<file path="src/rtl/regfile_write_arbiter.sv">
// Write-port owner for a small register file: clears every entry after reset,
// then shares the single write port between two requesters in round-robin order.
module regfile_write_arbiter #(
  parameter int DATA_WIDTH    = 32,
  parameter int ADDRESS_WIDTH = 2,
  parameter int NUM_REGISTERS = 4
) (
  input  logic                     clock,
  input  logic                     reset_n,
  input  logic                     request_valid_0,
  input  logic [ADDRESS_WIDTH-1:0] request_register_0,
  input  logic [DATA_WIDTH-1:0]    request_data_0,
  output logic                     request_ready_0,
  input  logic                     request_valid_1,
  input  logic [ADDRESS_WIDTH-1:0] request_register_1,
  input  logic [DATA_WIDTH-1:0]    request_data_1,
  output logic                     request_ready_1,
  output logic                     init_done,
  output logic [ADDRESS_WIDTH-1:0] write_register,
  output logic [DATA_WIDTH-1:0]    write_data,
  output logic                     write_enable
);

  localparam logic [0:0] ST_INIT = 1'b0;
  localparam logic [0:0] ST_RUN  = 1'b1;
  localparam logic [ADDRESS_WIDTH-1:0] LAST_INDEX = ADDRESS_WIDTH'(NUM_REGISTERS - 1);

  logic [0:0]               state;
  logic [ADDRESS_WIDTH-1:0] init_index;
  logic                     pointer;
  logic                     grant_0;
  logic                     grant_1;

  logic                     vld_p1;
  logic [ADDRESS_WIDTH-1:0] wr_reg_p1;
  logic [DATA_WIDTH-1:0]    wr_data_p1;
  logic                     init_done_p1;

  // Returns {grant_1, grant_0}; the pointer only breaks ties.
  function automatic logic [1:0] arbitrate(input logic v0, input logic v1, input logic ptr);
    logic [1:0] g;
    g = 2'b00;
    if (v0 && v1) begin
      g = ptr ? 2'b10 : 2'b01;
    end else begin
      g = {v1, v0};
    end
    return g;
  endfunction

  // Stage p0: grant decode from current state and requester valids.
  always_comb begin
    {grant_1, grant_0} = 2'b00;
    if (state == ST_RUN) begin
      {grant_1, grant_0} = arbitrate(request_valid_0, request_valid_1, pointer);
    end
  end

  assign request_ready_0 = grant_0;
  assign request_ready_1 = grant_1;

  // Stage p1: registered write port toward the register file.
  always_ff @(posedge clock or negedge reset_n) begin
    if (!reset_n) begin
      state        <= ST_INIT;
      init_index   <= '0;
      pointer      <= 1'b0;
      vld_p1       <= 1'b0;
      wr_reg_p1    <= '0;
      wr_data_p1   <= '0;
      init_done_p1 <= 1'b0;
    end else if (state == ST_INIT) begin
      vld_p1     <= 1'b1;
      wr_reg_p1  <= init_index;
      wr_data_p1 <= '0;
      init_index <= init_index + ADDRESS_WIDTH'(1);
      if (init_index == LAST_INDEX) begin
        state        <= ST_RUN;
        init_done_p1 <= 1'b1;
      end
    end else begin
      if (grant_0) begin
        vld_p1     <= 1'b1;
        wr_reg_p1  <= request_register_0;
        wr_data_p1 <= request_data_0;
        pointer    <= 1'b1;
      end else if (grant_1) begin
        vld_p1     <= 1'b1;
        wr_reg_p1  <= request_register_1;
        wr_data_p1 <= request_data_1;
        pointer    <= 1'b0;
      end else begin
        vld_p1 <= 1'b0;
      end
    end
  end

  assign write_enable   = vld_p1;
  assign write_register = wr_reg_p1;
  assign write_data     = wr_data_p1;
  assign init_done      = init_done_p1;

endmodule

</file>
<file path="config.mk">
export PLATFORM = sky130hd
export DESIGN_NAME = regfile_write_arbiter
export DESIGN_NICKNAME = d
export VERILOG_FILES = /design/src/rtl/regfile_write_arbiter.sv
export SDC_FILE = /design/constraint.sdc
export NUM_CORES = 1
export LEC_CHECK = 0
export CORE_ASPECT_RATIO = 0.9
export CORE_MARGIN = 4
export CORE_UTILIZATION = 39
export CTS_CLUSTER_DIAMETER = 80
export DETAILED_ROUTE_END_ITERATION = 8
export GPL_TIMING_DRIVEN = 0
export MAX_ROUTING_LAYER = met4
export PLACE_DENSITY = 0.89
export SYNTH_ARGS = -nofsm -noshare
export SYNTH_HDL_FRONTEND = slang
export SYNTH_SLANG_ARGS = --single-unit
</file>
<file path="constraint.sdc">
create_clock -name clock -period 1.9 [get_ports clock]
set_input_delay 0.475 -clock clock [delete_from_list [all_inputs] [get_ports clock]]
set_output_delay 0.475 -clock clock [all_outputs]
set_load 0.1 [all_outputs]
</file>
==> results of run 1 <==
==> cell usage in the layout (no fill, tap or decap), types with 2 or more instances in the layout <==
cell type,count
buf_2,6
clkdlybuf4s15_2,37
a221o_1,32
buf_6,5
inv_2,3
clkbuf_8,5
a21o_1,2
o2111a_1,32
buf_12,2
dfrtp_1,40
clkdlybuf4s50_1,68
buf_4,5
clkbuf_1,12
==> cell type report <==
| class | instances | share of cell area [%] |
|---|---|---|
| buffer | 23 | 4.10 |
| clock buffer | 6 | 2.16 |
| clock inverter | 2 | 1.04 |
| inverter | 4 | 0.447 |
| multi-input combinational | 87 | 25.3 |
| sequential | 40 | 29.8 |
| tap | 65 | 2.42 |
| timing repair buffer | 111 | 34.7 |
==> cells by family after synthesis <==
family / Yosys count
muxes: 1
adders and majority gates: 1
buffers and inverters: 28
DFF: 40
and+or+nand+nor: 12
xor gates and xnor gates: 1
AOI/OAI and AO/OA: 72
==> layer usage <==
| layer | up-vias | routed length, um | GRT usage [%] |
|---|---|---|---|
| li1 | 899 | - | - |
| met1 | 944 | 2820 | 25.6 |
| met2 | 71 | 3130 | 34.4 |
| met3 | 12 | 354 | 4.54 |
| met4 | 0 | 91 | 5.00 |
| met5 | - | 0 | - |
==> sequential cells by signal (all words and copies together), names as in the netlist <==
register	count
pointer	1
write_register	2
init_index	2
write_data	32
write_enable	1
state	1
init_done	1
==> timing repair <==
| action | in CTS | in global routing |
|---|---|---|
| setup buffers | 1 | 2 |
| gates resized for setup | 134 | 3 |
| pin swaps | 0 | 0 |
| hold buffers | 0 | 0 |
| endpoints found under the setup margin | 38 | 1 |
==> how the worst min path moves through the flow <==
stage          startpoint                 to  slack [ps]
2_1_floorplan     reset_n          init_done         180
3_3_place_gp    init_done          init_done         450
3_5_place_dp    init_done          init_done         460
4_1_cts           reset_n  write_register[0]         330
5_1_grt           reset_n  write_register[0]         380
6_report          reset_n     write_data[10]         310
==> synth_stat cells <==
cell        n  area share, %
a31oi_1     1           0.31
nor2b_1     1           0.31
buf_4       1           0.38
clkbuf_1   12            2.3
or2_1       1           0.31
a221o_1    32             16
nand3_1     1           0.25
nand2b_1    1           0.31
a211o_1     1           0.44
o2111a_1   32             18
inv_2       3           0.56
o2111ai_1   1           0.44
ha_1        1           0.63
and2_1      1           0.31
buf_2       7            1.8
nand2_1     1           0.19
nor2_1      1           0.19
a21o_1      2           0.75
nor3b_1     1           0.38
mux2_1      1           0.56
dfrtp_1    40             50
buf_6       4            2.3
xnor2_1     1           0.44
nor3_2      1           0.50
a22o_1      1           0.44
and3_1      2           0.63
o21ai_0     1           0.25
nand4_1     1           0.31
a311oi_1    1           0.44
inv_1       1           0.19
==> power groups by stage <==
stage	Sequential (mW)	Combinational [mW]	Clock (mW)
finish	0.987	1.23	0.677
global placement	1.00	1.23	0
detailed placement	1.00	1.24	0
global route	0.996	1.27	0.725
CTS	0.987	1.23	0.690
floorplan	1.61	0.226	0
==> stage by stage <==
stage / worst slack [ps] / setup TNS (ps) / hold slack (ps) / power [mW]
finish: 60.8 / 0 / 313 / 2.90
global route: 6.51 / 0 / 383 / 2.99
CTS: 5.77 / 0 / 330 / 2.91
floorplan: 91.4 / 0 / 179 / 1.84
detailed placement: -1430 / -9400 / 463 / 2.24
global placement: -1420 / -34070 / 445 / 2.23
==> critical path, delay by kind of cell <==
family / cells / cell delay [ps]
buffers and inverters: 4 / 670
AND/OR/NAND/NOR: 1 / 210
==> flow_metrics.env, run 1 <==
export IMPL_status="completed"
export IMPL_wl_per_cell_um=18.9
export IMPL_rows=24
export IMPL_worst_slew_pin_slew_ps=892
export IMPL_cap_violations=0
export IMPL_cp_required_ps=1420
export IMPL_grt_pass1_vias=1974
export IMPL_antenna_found_initial=0
export IMPL_cts_clk_slew_worst_paths_ps=80
export IMPL_min_period_ps=1840
export IMPL_synth_compound_area_share_pct=37.2
export IMPL_die_h_um=75.9
export IMPL_synth_seq_cells=40
export IMPL_drt_first_pass_iters=4
export IMPL_fin_crit_sh_pct=96.8
export IMPL_muxShareOfSynthArea_pct=0.564
export IMPL_power_share_switching_pct=41.3
export IMPL_initial_core_util_pct=40.8
export IMPL_multi_input_area_sq_um=850
export IMPL_portBuffers=108
export IMPL_synth_top_family_by_area="compound AO/OA/AOI/OAI gates"
export IMPL_yosys_warnings=0
export IMPL_synth_distinct_cells=30
export IMPL_r2r_slack_ps=180
export IMPL_grt_pass1_wl_mm=9.92
export IMPL_synthAdderAreaFrac_pct=0.627
export IMPL_finalHoldViolCount=0
export IMPL_synth_area_sq_um=2000
export IMPL_grt_setup_unrepaired="false"
export IMPL_cp_common_cell="buf_6"
export IMPL_maxSlewHeadroom_pct=40.5
export IMPL_fin_area_sq_um=3360
export IMPL_utilization_pct=68.6
export IMPL_syn_to_final_growth_pct=68.1
export IMPL_nets=345
export IMPL_synth_xor_xnor_area_share_pct=0.439
export IMPL_p_leak_nw=1.38
export IMPL_htree_levels=2
export IMPL_ys_seq_area_share_pct=50.1
export IMPL_clockRootBuffer="clkbuf_8"
export IMPL_pwr_share_clk_pct=23.4
export IMPL_avgSynthCellArea_sq_um=12.9
export IMPL_cts_tree="built"
export IMPL_coreArea_sq_um=4890
export IMPL_grt_overflow_total=0
export IMPL_hold_class="primary input to asynchronous set/reset pin"
export IMPL_insertedDiodeCount=0
export IMPL_cp_max_fo=10
export IMPL_grt_max_degree=41
export IMPL_setup_violations=0
export IMPL_slowest_delay_ps=230
export IMPL_post_place_cells=328
export IMPL_max_freq_mhz=544
export IMPL_clock_latency_ps=280
export IMPL_fillers=396
export IMPL_slew_viol_final=0
export IMPL_p_comb_share_pct=42.5
export IMPL_cts_root_to_sink_buffers=2
export IMPL_drive_above_1_share_pct=24.5
export IMPL_register_area_sq_um=1000
export IMPL_start_kind="primary input"
export IMPL_power_density_nw_per_um2=863
export IMPL_syn_instance_count=155
export IMPL_drc=0
export IMPL_place_hpwl_mm=4.65
export IMPL_critical_path_cell_chain="clkdlybuf4s15_2 -> buf_6 -> buf_6 -> and3_2 -> buf_12"
export IMPL_place_gp_congestion=0.763
export IMPL_rr_endpoint="write_data[25]"
export IMPL_r2r_cells=7
export IMPL_cpMaxStageDelayCell="clkdlybuf4s15_2"
export IMPL_peakVddDrop_v=0.000519
export IMPL_vias_per_cell=5.70
export IMPL_syn_nets=228
export IMPL_p_int_mw=1.70
export IMPL_end_kind="output port"
export IMPL_finClkSkew_ps=1.61
export IMPL_arrival_ps=1360
export IMPL_die_x_um=83.4
export IMPL_dr_first_iter_drc_count=102
export IMPL_final_cells=338
export IMPL_routed_wirelength_mm=6.40
export IMPL_power_switching_mw=1.20
export IMPL_ant_nets=0
export IMPL_worstSetupEndpoint="request_ready_1"
export IMPL_cts_buffers=5
export IMPL_seqPwrFrac_pct=34.1
export IMPL_die_area_sq_um=6330
export IMPL_placed_area_sq_um=3160
export IMPL_timing_rr_start="pointer"
export IMPL_path_class="primary input to output port"
export IMPL_design_portCount=110
export IMPL_yosys_area_share_simple_pct=3.70
export IMPL_vias=1926
export IMPL_crit_start="request_valid_1"
export IMPL_clkSinkCount=40
export IMPL_grtUsageTotal_pct=20.4
Power figures use the tool's default switching activity.
==> inputs of run 2 (changes only) <==
Settings changed: CORE_ASPECT_RATIO 0.9 to unset.
==> run 2 against run 1 <==
Power is 3.3% lower. First-iteration DRC count is 70% higher. Utilization is 0.65 points higher. Final cell count is 0.59% higher. Design area stayed put. Via count is 3.3% higher. Clock power is 15% lower. Global-route usage is 1.8 points higher. Worst setup slack worse by 14 ps. Sequential share of layout area stayed put. Routed wire length is 5.4% higher. Critical endpoint unchanged.
==> flow_metrics.env, run 2 (synthesis gave the netlist of run 1 again) <==
export IMPL_status="completed"
export IMPL_die_area_sq_um=6330
export IMPL_cts_tree="built"
export IMPL_top_usage_layer="met2"
export IMPL_portBuffers=108
export IMPL_min_period_ps=1850
export IMPL_cts_buffers=5
export IMPL_hold_class="primary input to asynchronous set/reset pin"
export IMPL_ant_nets=0
export IMPL_die_x_um=79.6
export IMPL_initial_core_util_pct=41.2
export IMPL_grt_overflow_total=0
export IMPL_clockRootBuffer="clkbuf_8"
export IMPL_cp_common_cell="buf_6"
export IMPL_arrival_ps=1380
export IMPL_place_hpwl_mm=4.79
export IMPL_drive_above_1_share_pct=24.9
export IMPL_coreArea_sq_um=4850
export IMPL_design_portCount=110
export IMPL_finalHoldViolCount=0
export IMPL_worst_slew_pin_slew_ps=908
export IMPL_grtUsageTotal_pct=22.2
export IMPL_cp_max_fo=10
export IMPL_final_cells=340
export IMPL_clock_latency_ps=290
export IMPL_slowest_delay_ps=230
export IMPL_antenna_found_initial=0
export IMPL_clkSinkCount=40
export IMPL_drt_first_pass_iters=4
export IMPL_cts_clk_slew_worst_paths_ps=70
export IMPL_final_common_cell="clkdlybuf4s50_1"
export IMPL_critical_path_cell_chain="clkdlybuf4s15_2 -> buf_6 -> buf_6 -> and3_2 -> buf_12"
export IMPL_power_density_nw_per_um2=834
export IMPL_max_freq_mhz=540
export IMPL_slew_viol_final=0
export IMPL_grt_met3_usage_pct=5.64
export IMPL_rows=25
export IMPL_nets=345
export IMPL_grt_pass1_vias=2121
export IMPL_vias_per_cell=5.85
export IMPL_maxSlewHeadroom_pct=39.5
export IMPL_insertedDiodeCount=0
export IMPL_path_class="primary input to output port"
export IMPL_place_gp_congestion=0.784
export IMPL_die_h_um=79.6
export IMPL_dr_first_iter_drc_count=173
export IMPL_htree_levels=2
export IMPL_gr_usage_met2_pct=35.9
export IMPL_p_leak_nw=1.38
export IMPL_finClkSkew_ps=6.13
export IMPL_vias=1990
export IMPL_placed_area_sq_um=3160
export IMPL_fin_area_sq_um=3360
export IMPL_routed_wirelength_mm=6.74
export IMPL_power_mw=2.80
export IMPL_layout_common_cells="clkdlybuf4s50_1 (68), dfrtp_1 (40), clkdlybuf4s15_2 (37)"
export IMPL_cp_required_ps=1420
export IMPL_peakVddDrop_v=0.000446
export IMPL_use_met1_pct=27.3
export IMPL_end_kind="output port"
export IMPL_cpMaxStageDelayCell="clkdlybuf4s15_2"
export IMPL_fin_crit_sh_pct=97.6
export IMPL_setup_violations=0
export IMPL_drc=0
export IMPL_syn_to_final_growth_pct=68.1
export IMPL_wl_per_cell_um=19.8
export IMPL_start_kind="primary input"
export IMPL_cts_root_to_sink_buffers=2
export IMPL_cap_violations=0
export IMPL_largest_reg_flops=32
export IMPL_grt_max_degree=41
export IMPL_post_place_cells=330
export IMPL_grt_pass1_wl_mm=10.7
## run 2: worst paths after layout
| kind | startpoint | end | slack (ps) | depth (start not counted) |
|---|---|---|---|---|
| setup / recovery | request_valid_1 | request_ready_1 | 50 | 5 |
| hold / removal | reset_n | write_data[10] | 320 | 1 |
| setup reg to reg | pointer | write_data[21] | 210 | 7 |
| hold reg to reg | init_done | init_done | 460 | 1 |
| max in group asynchronous | reset_n | write_data[2] | 1020 | 1 |
| min in group clock | init_done | init_done | 460 | 1 |
## run 2: metrics by stage
step | TNS (ps) | util [%] | setup slack [ps] | hold WS (ps)
2_1_floorplan | 0 | - | 91.4 | 179
3_3_place_gp | -34250 | 65.2 | -1420 | 446
3_5_place_dp | -9430 | 65.1 | -1440 | 448
4_1_cts | 0 | 68.7 | 35.3 | 341
5_1_grt | -0.520 | 69.2 | -0.520 | 372
6_report | 0 | 69.2 | 46.5 | 320
## run 2: layer usage
layer  vias up  wire, um
met5         -         0
met4         0       112
met3        10       483
met2        91      3420
met1       994      2730
li1        895         -
## run 2: what timing repair did
action                     in CTS  in global routing
gates resized for setup       136                  4
setup endpoints to repair      38                  2
gates cloned                    0                  0
setup buffers                   1                  2
hold buffers                    0                  0
## run 2: power breakdown
part           switching (mW)  leakage, nW  internal (mW)
Clock                   0.277       0.0455          0.296
Sequential             0.0508        0.479          0.936
Combinational           0.861        0.851          0.378
## run 2: worst max-delay path, delay by kind of cell
family	cells	cell delay, ps
simple gates	1	210
buf+inv	4	680
## run 2: layout make-up
| type | count | area [sq um] |
|---|---|---|
| plain buffers | 23 | 145 |
| flip-flops and latches | 40 | 1000 |
| fillers | 376 | 1490 |
| clock buffers | 8 | 90.1 |
| multi-input cells | 87 | 857 |
| inverters | 4 | 15.0 |
| repair buffers | 111 | 1160 |
| well taps | 67 | 83.8 |
==> inputs of run 3 (changes only) <==
Settings changed: CTS_BUF_LIST set to sky130_fd_sc_hd__clkbuf_16.
==> run 3 against run 2 <==
Power rose by 8.0%. Worst setup slack improved by 5.9 ps. Routed wire length rose by 1.8%. Via count fell by 1.9%. Fmax rose by 0.32%.
==> flow_metrics.env, run 3 (synthesis gave the netlist of run 1 again) <==
export IMPL_slew_viol_final=0
export IMPL_place_hpwl_mm=4.79
export IMPL_finClkSkew_ps=5.93
export IMPL_ant_nets=0
export IMPL_nets=345
export IMPL_syn_to_final_growth_pct=69.9
export IMPL_rr_endpoint="write_data[21]"
export IMPL_portBuffers=108
export IMPL_cts_tree="built"
export IMPL_setup_violations=0
export IMPL_fin_crit_sh_pct=97.2
export IMPL_power_mw=3.02
export IMPL_design_portCount=110
export IMPL_layout_common_cells="clkdlybuf4s50_1 (68), dfrtp_1 (40), clkdlybuf4s15_2 (37)"
export IMPL_grt_max_degree=41
export IMPL_worst_slew_pin_slew_ps=914
export IMPL_p_int_mw=1.79
export IMPL_cap_violations=0
export IMPL_initial_core_util_pct=41.2
export IMPL_arrival_ps=1370
export IMPL_status="completed"
export IMPL_start_kind="flop"
export IMPL_power_share_switching_pct=40.9
export IMPL_coreArea_sq_um=4850
export IMPL_grtUsageTotal_pct=22.6
export IMPL_dr_first_iter_drc_count=168
export IMPL_die_area_sq_um=6330
export IMPL_tns_ps=0
export IMPL_drc=0
export IMPL_largest_reg_flops=32
export IMPL_min_period_ps=1850
export IMPL_grt_setup_unrepaired="false"
export IMPL_antenna_found_initial=0
export IMPL_timing_rr_start="pointer"
export IMPL_die_h_um=79.6
export IMPL_ctsHoldBuffers=0
export IMPL_wl_per_cell_um=20.2
export IMPL_utilization_pct=70.0
export IMPL_insertedDiodeCount=0
export IMPL_rows=25
export IMPL_r2r_cells=7
export IMPL_cts_buffers=5
export IMPL_peakVddDrop_v=0.000452
export IMPL_pwr_share_clk_pct=26.4
export IMPL_drive_above_1_share_pct=23.8
export IMPL_clkSinkCount=40
export IMPL_final_common_cell="clkdlybuf4s50_1"
export IMPL_seqPwrFrac_pct=32.7
export IMPL_max_freq_mhz=541
export IMPL_r2r_slack_ps=160
export IMPL_power_density_nw_per_um2=891
export IMPL_hold_class="primary input to asynchronous set/reset pin"
export IMPL_p_comb_share_pct=40.9
export IMPL_die_x_um=79.6
export IMPL_grt_pass1_vias=2118
export IMPL_end_kind="output port"
export IMPL_grt_overflow_total=0
export IMPL_drt_first_pass_iters=4
export IMPL_clock_latency_ps=280
export IMPL_clockRootBuffer="clkbuf_16"
export IMPL_power_switching_mw=1.24
export IMPL_cts_root_to_sink_buffers=2
export IMPL_cp_required_ps=1420
export IMPL_htree_levels=2
export IMPL_finalHoldViolCount=0
export IMPL_vias_per_cell=5.74
export IMPL_maxSlewHeadroom_pct=39.1
export IMPL_cts_clk_slew_worst_paths_ps=60
export IMPL_vias=1953
export IMPL_grt_pass1_wl_mm=10.8
export IMPL_p_leak_nw=1.40
export IMPL_path_class="flop to output port"
export IMPL_routed_wirelength_mm=6.87
export IMPL_cp_max_fo=10
export IMPL_place_gp_congestion=0.784
-- run 3: cell types whose count changed in the layout (fill, tap and decap cells not counted), moves of 2 or more --
cell	previous run	this run
inv_1	1	3
clkbuf_16	0	5
clkbuf_8	6	0
clkbuf_1	13	11
-- run 3: timing repair --
action | 4_1_cts | 5_1_grt
endpoints found under the setup margin | 38 | 1
gates resized for setup | 135 | 3
setup buffers | 1 | 2
-- run 3: per-stage QoR --
stage               cell area (sq um)  hold slack [ps]  setup WS, ps  instances
floorplan                        2000              179          91.4        155
global route                     3390              399          14.5        340
detailed placement               3160              448         -1440        330
global placement                 3160              446         -1420        330
finish                           3390              326          52.4        340
CTS                              3370              355          14.8        338
-- run 3: cell type report --
class,count,area (sq um)
Multi-Input combinational cell,87,850
Inverter,4,15.0
Buffer,23,141
Clock buffer,5,125
Timing Repair Buffer,111,1160
Fill cell,363,1460
Clock inverter,3,11.3
Tap cell,67,83.8
Sequential cell,40,1000
-- run 3: how the worst max path moves through the flow --
| stage | start | slack [ps] | end |
|---|---|---|---|
| 3_5_place_dp | request_valid_1 | -1440 | request_ready_1 |
| 6_report | pointer | 50 | request_ready_0 |
| 5_1_grt | pointer | 10 | request_ready_0 |
| 2_1_floorplan | request_valid_1 | 90 | request_ready_1 |
| 4_1_cts | state | 10 | request_ready_1 |
| 3_3_place_gp | request_valid_1 | -1420 | request_ready_1 |
-- run 3: worst max-delay path, cell delays in order, from the launching register on --
cell	delay [ps]
dfrtp_1	350
buf_4	170
nand2_1	100
and3_1	190
buf_8	110
buf_12	160
-- run 3: power groups by stage --
stage	clock network, mW	registers, mW	logic, mW
2_1_floorplan	0	1.61	0.226
3_3_place_gp	0	0.999	1.23
3_5_place_dp	0	1.00	1.24
4_1_cts	0.797	0.988	1.24
5_1_grt	0.847	1.00	1.28
6_report	0.797	0.989	1.24
-- run 3: layer usage --
layer / track usage (%) / share of wire (%) / vias to the layer above
met1: 28.5 / 43 / 941
met4: 8.76 / 2.2 / 0
met3: 4.29 / 7.1 / 16
li1: - / - / 894
met5: - / 0 / -
met2: 36.0 / 48 / 102
